`src/rtl/mc1_pkg.sv`:
```
// Shared constants for the mc1_fn function unit.
// F(A,B,C,D) = PI M(0,1,2,8,10,12,14), A is the MSB of the minterm index.
package mc1_pkg;
    // Bit i set means minterm i is a maxterm (F=0).
    localparam logic [15:0] MAXTERM_MASK  = 16'b0101_0101_0000_0111;
    localparam logic [15:0] ONES_MASK     = ~MAXTERM_MASK;
    localparam int          CNT_W_DEFAULT = 8;

    // One-hot coverage bit for a minterm index.
    function automatic logic [15:0] onehot16(input logic [3:0] idx);
        return 16'h0001 << idx;
    endfunction
endpackage

```
`src/rtl/mc1_fn_if.sv`:
```
// Sample/result bundle for mc1_fn. The mism signal exists only when
// MC1_SOP_CHECK_EN is defined.
interface mc1_fn_if #(parameter int CNT_W = mc1_pkg::CNT_W_DEFAULT);
    logic             in_valid;
    logic [3:0]       abcd;
    logic             cov_clr;
    logic             out_valid;
    logic             f;
    logic [15:0]      cov_mask;
    logic             cov_done;
    logic [CNT_W-1:0] eval_cnt;
    logic [CNT_W-1:0] ones_cnt;
`ifdef MC1_SOP_CHECK_EN
    logic             mism;
`endif

    modport master (
        output in_valid, abcd, cov_clr,
        input  out_valid, f, cov_mask, cov_done, eval_cnt, ones_cnt
`ifdef MC1_SOP_CHECK_EN
        , input mism
`endif
    );

    modport slave (
        input  in_valid, abcd, cov_clr,
        output out_valid, f, cov_mask, cov_done, eval_cnt, ones_cnt
`ifdef MC1_SOP_CHECK_EN
        , output mism
`endif
    );
endinterface

```
`src/rtl/mc1_gates.sv`:
```
// Gate-level POS form of F: F = (B+D)(A'+D)(A+B+C+D').
module mc1_gates (
    input  wire a_i,
    input  wire b_i,
    input  wire c_i,
    input  wire d_i,
    output wire f_o
);
    wire na, nd, s0, s1, s2;

    not u_na (na, a_i);
    not u_nd (nd, d_i);
    or  u_s0 (s0, b_i, d_i);
    or  u_s1 (s1, na, d_i);
    or  u_s2 (s2, a_i, b_i, c_i, nd);
    and u_f  (f_o, s0, s1, s2);
endmodule

```
`src/rtl/mc1_fn.sv`:
```
// Registered evaluator of F plus input-coverage monitor (mask + saturating
// eval/ones counters). Optional macro MC1_SOP_CHECK_EN adds a parallel SOP
// evaluation and a sticky POS/SOP mismatch flag.
module mc1_fn
    import mc1_pkg::*;
#(
    parameter int CNT_W = CNT_W_DEFAULT
) (
    input  logic     clk,
    input  logic     rst,
    mc1_fn_if.slave  bus
);
    localparam logic [CNT_W-1:0] CNT_MAX = '1;

    logic             f_q, f_d;
    logic             vld_q, vld_d;
    logic [15:0]      mask_q, mask_d;
    logic [CNT_W-1:0] eval_q, eval_d;
    logic [CNT_W-1:0] ones_q, ones_d;
    logic [15:0]      mask_base;
    logic [CNT_W-1:0] eval_base, ones_base;
    logic [3:0]       abcd_g;
    wire              f_pos;

    // Gating with in_valid keeps an undriven/X sample out of the datapath.
    assign abcd_g = bus.abcd & {4{bus.in_valid}};

    mc1_gates u_gates (
        .a_i (abcd_g[3]),
        .b_i (abcd_g[2]),
        .c_i (abcd_g[1]),
        .d_i (abcd_g[0]),
        .f_o (f_pos)
    );

    // Next state: clear first, then record the accepted sample.
    always_comb begin
        mask_base = bus.cov_clr ? 16'h0000 : mask_q;
        eval_base = bus.cov_clr ? '0 : eval_q;
        ones_base = bus.cov_clr ? '0 : ones_q;
        vld_d     = bus.in_valid;
        f_d       = f_q;
        mask_d    = mask_base;
        eval_d    = eval_base;
        ones_d    = ones_base;
        if (bus.in_valid) begin
            f_d    = f_pos;
            mask_d = mask_base | onehot16(abcd_g);
            if (eval_base != CNT_MAX) eval_d = eval_base + 1'b1;
            if (f_pos && (ones_base != CNT_MAX)) ones_d = ones_base + 1'b1;
        end
    end

    // State registers, async active-high reset.
    always_ff @(posedge clk or posedge rst) begin
        if (rst) begin
            f_q    <= 1'b0;
            vld_q  <= 1'b0;
            mask_q <= 16'h0000;
            eval_q <= '0;
            ones_q <= '0;
        end else begin
            f_q    <= f_d;
            vld_q  <= vld_d;
            mask_q <= mask_d;
            eval_q <= eval_d;
            ones_q <= ones_d;
        end
    end

    assign bus.out_valid = vld_q;
    assign bus.f         = f_q;
    assign bus.cov_mask  = mask_q;
    assign bus.cov_done  = &mask_q;
    assign bus.eval_cnt  = eval_q;
    assign bus.ones_cnt  = ones_q;

`ifdef MC1_SOP_CHECK_EN
    logic mism_q, mism_d;
    logic f_sop;

    // SOP form: F = D(A+B+C) + A'B, evaluated on the same gated sample.
    assign f_sop = (abcd_g[0] & (abcd_g[3] | abcd_g[2] | abcd_g[1])) |
                   (~abcd_g[3] & abcd_g[2]);

    // Mismatch is captured with the sample so it shows up with out_valid.
    always_comb begin
        mism_d = (bus.cov_clr ? 1'b0 : mism_q) |
                 (bus.in_valid & (f_pos ^ f_sop));
    end

    // Sticky mismatch flag.
    always_ff @(posedge clk or posedge rst) begin
        if (rst) mism_q <= 1'b0;
        else     mism_q <= mism_d;
    end

    assign bus.mism = mism_q;
`endif
endmodule

```
`src/flat_wrapper.sv`:
```
// flat-port wrapper written by rule: the top's interface ports become plain ports
module mc1_fn_flat import mc1_pkg::*;
#(
    parameter int CNT_W = CNT_W_DEFAULT
)
  (clk, rst, bus_in_valid, bus_abcd, bus_cov_clr, bus_out_valid, bus_f, bus_cov_mask, bus_cov_done, bus_eval_cnt, bus_ones_cnt);
  mc1_fn_if #(.CNT_W(CNT_W)) bus_i ();
  input  logic clk;
  input  logic rst;
  input wire logic [$bits(bus_i.in_valid)-1:0] bus_in_valid;
  input wire logic [$bits(bus_i.abcd)-1:0] bus_abcd;
  input wire logic [$bits(bus_i.cov_clr)-1:0] bus_cov_clr;
  output wire logic [$bits(bus_i.out_valid)-1:0] bus_out_valid;
  output wire logic [$bits(bus_i.f)-1:0] bus_f;
  output wire logic [$bits(bus_i.cov_mask)-1:0] bus_cov_mask;
  output wire logic [$bits(bus_i.cov_done)-1:0] bus_cov_done;
  output wire logic [$bits(bus_i.eval_cnt)-1:0] bus_eval_cnt;
  output wire logic [$bits(bus_i.ones_cnt)-1:0] bus_ones_cnt;
  assign bus_i.in_valid = bus_in_valid;
  assign bus_i.abcd = bus_abcd;
  assign bus_i.cov_clr = bus_cov_clr;
  assign bus_out_valid = bus_i.out_valid;
  assign bus_f = bus_i.f;
  assign bus_cov_mask = bus_i.cov_mask;
  assign bus_cov_done = bus_i.cov_done;
  assign bus_eval_cnt = bus_i.eval_cnt;
  assign bus_ones_cnt = bus_i.ones_cnt;
  mc1_fn #(.CNT_W(CNT_W)) u_core (.clk(clk), .rst(rst), .bus(bus_i));
endmodule
```
`config.mk`:
```
export PLATFORM = sky130hd
export DESIGN_NAME = mc1_fn_flat
export DESIGN_NICKNAME = d
export VERILOG_FILES = /design/src/rtl/mc1_pkg.sv /design/src/rtl/mc1_fn_if.sv /design/src/rtl/mc1_gates.sv /design/src/rtl/mc1_fn.sv /design/src/flat_wrapper.sv
export SDC_FILE = /design/constraint.sdc
export NUM_CORES = 1
export LEC_CHECK = 0
export ABC_AREA = 1
export BUFFER_PORTS_ARGS = -buffer_cell sky130_fd_sc_hd__buf_2
export CORE_ASPECT_RATIO = 1.1
export CORE_MARGIN = 2
export CORE_UTILIZATION = 45
export DETAILED_ROUTE_END_ITERATION = 6
export HOLD_SLACK_MARGIN = 0.1
export PLACE_DENSITY = 0.67
export SETUP_SLACK_MARGIN = 0.15
export SKIP_LAST_GASP = 1
export SLEW_MARGIN = 40
export SYNTH_ARGS = -nofsm -noshare
export SYNTH_HDL_FRONTEND = slang
export SYNTH_SLANG_ARGS = --single-unit
```
`constraint.sdc`:
```
create_clock -name clk -period 1.81 [get_ports clk]
set_input_delay 0.0905 -clock clk [delete_from_list [all_inputs] [get_ports clk]]
set_output_delay 0.0905 -clock clk [all_outputs]
set_load 0.02 [all_outputs]
```
After elaboration in Yosys (flattened, before gate mapping)
Cells that the tools add are included.
{"block": "word_totals", "inputBits": 8, "regBits": 34, "out_inout_bits": 35, "elab_cells": 28}
{"block": "classes", "muxes": 8, "bitwise_logic": 6, "shifts": 1, "eq_ne": 2, "n_reduce_logical": 4, "n_addsub": 2}
{"cell": "$mux 8", "count": 6}
{"cell": "$mux 16", "count": 2}
{"cell": "$add 8x1->8 const B", "count": 2}
{"cell": "$ne 8x8->1 const B", "count": 2}
{"cell": "$or 16x16->16", "count": 1}
{"cell": "$reduce_and 16->1", "count": 1}
{"cell": "$shl 1x4->16 const A", "count": 1}
{"cell": "$and 4x4->4", "count": 1}
{"cell": "$reduce_or 4->1", "count": 1}
{"cell": "$reduce_and 3->1", "count": 1}
{"cell": "$not 1->1", "count": 2}
{"cell": "$or 1x1->1", "count": 2}
{"cell": "$logic_and 1x1->1", "count": 1}

Logic depth before layout (Yosys ltp)
{"block": "logic_depth", "depth_word": 7, "mapped_depth": 14, "mapped_depth_nobuf": 11}

Cells and area by module
A second synthesis with hierarchy kept.
{"block": "hier_totals", "cells_unflattened": 229, "area_unflattened_um2": 1757.9}
{"mod": "mc1_fn", "n_inst": 1, "area_each_um2": 1741.7, "cells_each": 225, "seq_area_each_um2": 850.8}
{"mod": "mc1_gates", "n_inst": 1, "area_each_um2": 16.3, "cells_each": 4, "seq_area_each_um2": 0.0}

Worst setup path before layout
Ideal clock, no wire load.
{"block": "synth_path", "path_kind": "input to register", "start": "input port bus_cov_clr", "end": "register u_core.ones_q[7] (netlist: u_core.bus.ones_cnt[7])", "arrival_time_ns": 1.408, "path_buffers": 3, "setup_slack_ns": 0.285, "setup_time_ns": 0.116, "required_ns": 1.694, "path_stages": 14, "cell_sequence": "buf_6 -> inv_8 -> buf_12 -> buf_6 -> nand2_1 -> inv_1 -> ha_1 -> nand2_1 -> nor2_4 -> nand2_1 -> nor2_2 -> nor2_4 -> nand2_1 -> nand2_1"}
{"block": "synth_via", "elab_chain_len": 5, "word_cells_on_any_way": 6, "classes_between": "1 x add/sub; 1 x eq/ne; 3 x mux; 1 x reduce/logical"}
{"element": "from (decl)", "line": "flat_wrapper.sv:12", "text": "input wire logic [$bits(bus_i.cov_clr)-1:0] bus_cov_clr;"}
{"element": "$mux 8 (*)", "line": "mc1_fn.sv:40", "text": "ones_base = bus.cov_clr ? '0 : ones_q;"}
{"element": "parallel branches: the longest is 3 deep, another holds $add 8x1->8"}
{"element": "$mux 8 (*)", "line": "mc1_fn.sv:46", "text": "if (bus.in_valid) begin"}
{"element": "via u_core.ones_d[7]", "line": "mc1_fn.sv:19", "text": "logic [CNT_W-1:0] ones_q, ones_d;"}
{"element": "to (signal assigned)", "line": "mc1_fn.sv:67", "text": "ones_q <= ones_d;"}
{"element": "to (decl)", "line": "mc1_fn.sv:19"}
Mark *: on every way through the listed nets, which the timed path passes.
A chain may end at the register's enable or synchronous reset.

Final worst setup path
{"block": "layout_path", "start": "register u_core.ones_q[1] (netlist: u_core.bus.ones_cnt[1])", "end": "register u_core.ones_q[7] (netlist: u_core.bus.ones_cnt[7])"}
{"block": "layout_via", "elab_chain_len": 5, "word_cells_on_any_way": 6, "classes_between": "1 x add/sub; 1 x eq/ne; 3 x mux; 1 x reduce/logical"}
{"element": "$mux 8 (*)", "line": "mc1_fn.sv:40"}
{"element": "parallel branches: the longest is 2 deep, another holds $add 8x1->8"}
{"element": "$mux 8 (*)", "line": "mc1_fn.sv:50", "text": "if (f_pos && (ones_base != CNT_MAX)) ones_d = ones_base + 1'b1;"}
{"element": "$mux 8 (*)", "line": "mc1_fn.sv:46"}
{"element": "via u_core.ones_d[7]", "line": "mc1_fn.sv:19"}
Marks and branches as above.

==> reports/metrics.yaml <==
grt_usage_pct: 19.4
synth.distinct_cells: 30
ctsHtreeMaxLevel: 2
synth_edf_count: 0
endpoint_kind: "flip-flop"
dieArea_um2: 4760
synth.cell_area_um2: 1900
cts_tree: "built"
outcome: "complete, no violations"
synth_nets: 240
required_ps: 1990
grt_pass1_wl_mm: 7.02
fmax_ghz: 0.665
arrival_ps: 1690
setup-tns-final_ps: 0
fillers: 386
yosys.area.top_type: "dfrtp_1"
drt_iter0_markers: 85
first_pass_iters: 4
detail-route-antenna-nets: 0
grt_overflow: 0
area_delta_synth_final_pct: 18.5
yosys-top-cells-area: "dfrtp_1, nand2_1, inv_1, o21ai_0, nor2_4"
ios: 43
rows: 24
drv_cap: 0
finalWirelength_mm: 4.03
root_buffer: "clkbuf_8"
vdd_drop_max_mv: 0.344
total_power_uw: 1610
cell_internal_pwr_uw: 1150
num_antenna_cells: 0
start_kind: "flip-flop"
wl_per_cell_um: 12.1
clk_pin_slew_ps: 70
post_cts_buffers: 0
place_congestion: 0.852
ff_latch_area_um2: 851
die_w_um: 65.9
power_leakage_uw: 0.00121
setup_viol: 0
clkSinkCount: 34
antenna_found_initial: 0
fin_nets: 288
numCtsBuffers: 5
place_area_um2: 2130
period_needed_ps: 1500
cts_max_path_buffers: 2
coreArea_um2: 4020
drc: 0
worst_pin_slew_ps: 420
final_area_um2: 2250
ys_seq_elements: 34
grt_max_degree: 35
first_global_vias: 1520
timing.final.max_slew_violations: 0
fin_crit_sh_pct: 83.0
rsz0062_at_grt: "no"
syn_area_per_cell_um2: 8.22
max-slew-margin-rel_pct: 72.0
pwr_density_cell_nw_per_um2: 714
synth_ff_type: "dfrtp_1"
port_buffers: 42
hp-class: "input port to flip-flop"
crit_fanout: 7
syn_inst: 231
clk_latency_ps: 290
synth_top_area_share_pct: 44.8
swShare_pct: 28.2
synth-seq-area-share_pct: 44.8
clock_skew_ps: 2.56
vias_per_cell: 4.83
critPathKind: "flip-flop to flip-flop"
async_flop_share_pct: 100
dp_hpwl_mm: 3.02
p_sw_uw: 453
multiInputGateArea_um2: 860
p_seq_share_pct: 50.4
via_count: 1604
initial_core_util_pct: 47.2
dieHeight_um: 72.1
pwr-share-comb_pct: 12.9
pwr-share-clk_pct: 36.7
drive_above_1_share_pct: 27.9
yosysWarnings: 0
finalHoldViolCount: 0
-- layer usage --
layer  vias to the layer above  GRT usage [%]  part of all wire, %
li1                        824              -                    -
met1                       730           26.4                   46
met2                        46           29.9                   47
met3                         4           4.96                  5.3
met4                         0           7.26                 0.89
met5                         -              0                    0
-- critical path, stage by stage (launching register included) --
cell and delay (ps):
dfrtp_1 370, inv_1 60, nor2_2 110, ha_2 200
nand2_1 100, nor2_4 160, nand2_1 70, nor2_2 130
nor2_4 70, nand2_1 70, nand2_1 50
-- cell usage in the layout (no fill, tap or decap), drive strengths merged, types with 2 or more instances in the layout --
cell type / n
buf: 45
nand4: 8
inv: 32
nor3: 2
o21ai: 18
dlygate4sd3: 2
nand3: 17
xnor2: 2
nand2: 84
o22ai: 2
xor2: 2
nor2: 18
dfrtp: 34
clkbuf: 6
-- kinds of logic after synthesis --
logic type,Yosys count,synth area share [%]
simple gates,131,35.8
xor+xnor,4,1.84
flops,34,44.8
buf+inv,38,10.2
compound gates,23,6.65
fa+ha+maj,1,0.659
-- registers in the layout, indices dropped and copies added, names as in the netlist --
name and flops:
u_core.bus.cov_mask 16, u_core.bus.f 1, u_core.bus.out_valid 1, u_core.bus.ones_cnt 8, u_core.bus.eval_cnt 8
-- cell usage after synthesis, types with 2 or more instances --
master,number
nand2_4,4
inv_1,30
nand4_1,8
nor2_1,9
nand2_2,3
nand3_2,2
o21ai_1,4
nand3_1,12
nor2_4,6
nor3_1,2
nand2_1,77
o22ai_1,2
buf_6,3
xor2_1,2
xnor2_1,2
nand3_4,3
dfrtp_1,34
nor2_2,3
o21ai_0,14
-- cell type report --
class	instances	area share [%]
Inverter	32	5.67
Clock buffer	6	3.67
Tap cell	52	2.89
Timing Repair Buffer	47	11.2
Clock inverter	2	0.556
Sequential cell	34	37.8
Multi-Input combinational cell	159	38.2
-- worst paths after layout --
path | slack (ps) | depth (start not counted) | from | end
hold / removal | 150 | 3 | bus_abcd[1] | u_core.bus.cov_mask[2]
setup / recovery | 310 | 10 | u_core.bus.ones_cnt[1] | u_core.bus.ones_cnt[7]
hold reg to reg | 480 | 2 | u_core.bus.f | u_core.bus.f
max in group asynchronous | 1080 | 4 | rst | u_core.bus.eval_cnt[3]
setup reg to reg | 310 | 10 | u_core.bus.ones_cnt[1] | u_core.bus.ones_cnt[7]
min in group asynchronous | 430 | 4 | rst | u_core.bus.ones_cnt[1]
-- per-stage QoR --
stage	worst slack, ps	cells	util (%)	hold slack (ps)
CTS	275	332	55.8	145
global placement	328	322	53.0	208
detailed placement	252	322	53.0	208
global route	150	332	55.9	173
floorplan	285	231	-	122
finish	307	332	55.9	152
-- repair_timing --
item,CTS,global route
gates resized for setup,0,2
setup endpoints to repair,0,7
hold buffers,2,0
hold endpoints to repair,35,0
-- power by group through the flow --
stage               registers, uW  logic (uW)  clock network [uW]
floorplan                     857         113                   0
global placement              825         204                   0
detailed placement            825         205                   0
CTS                           810         209                 600
global route                  814         232                 635
finish                        811         207                 590
(Power assumes the default switching activity.)
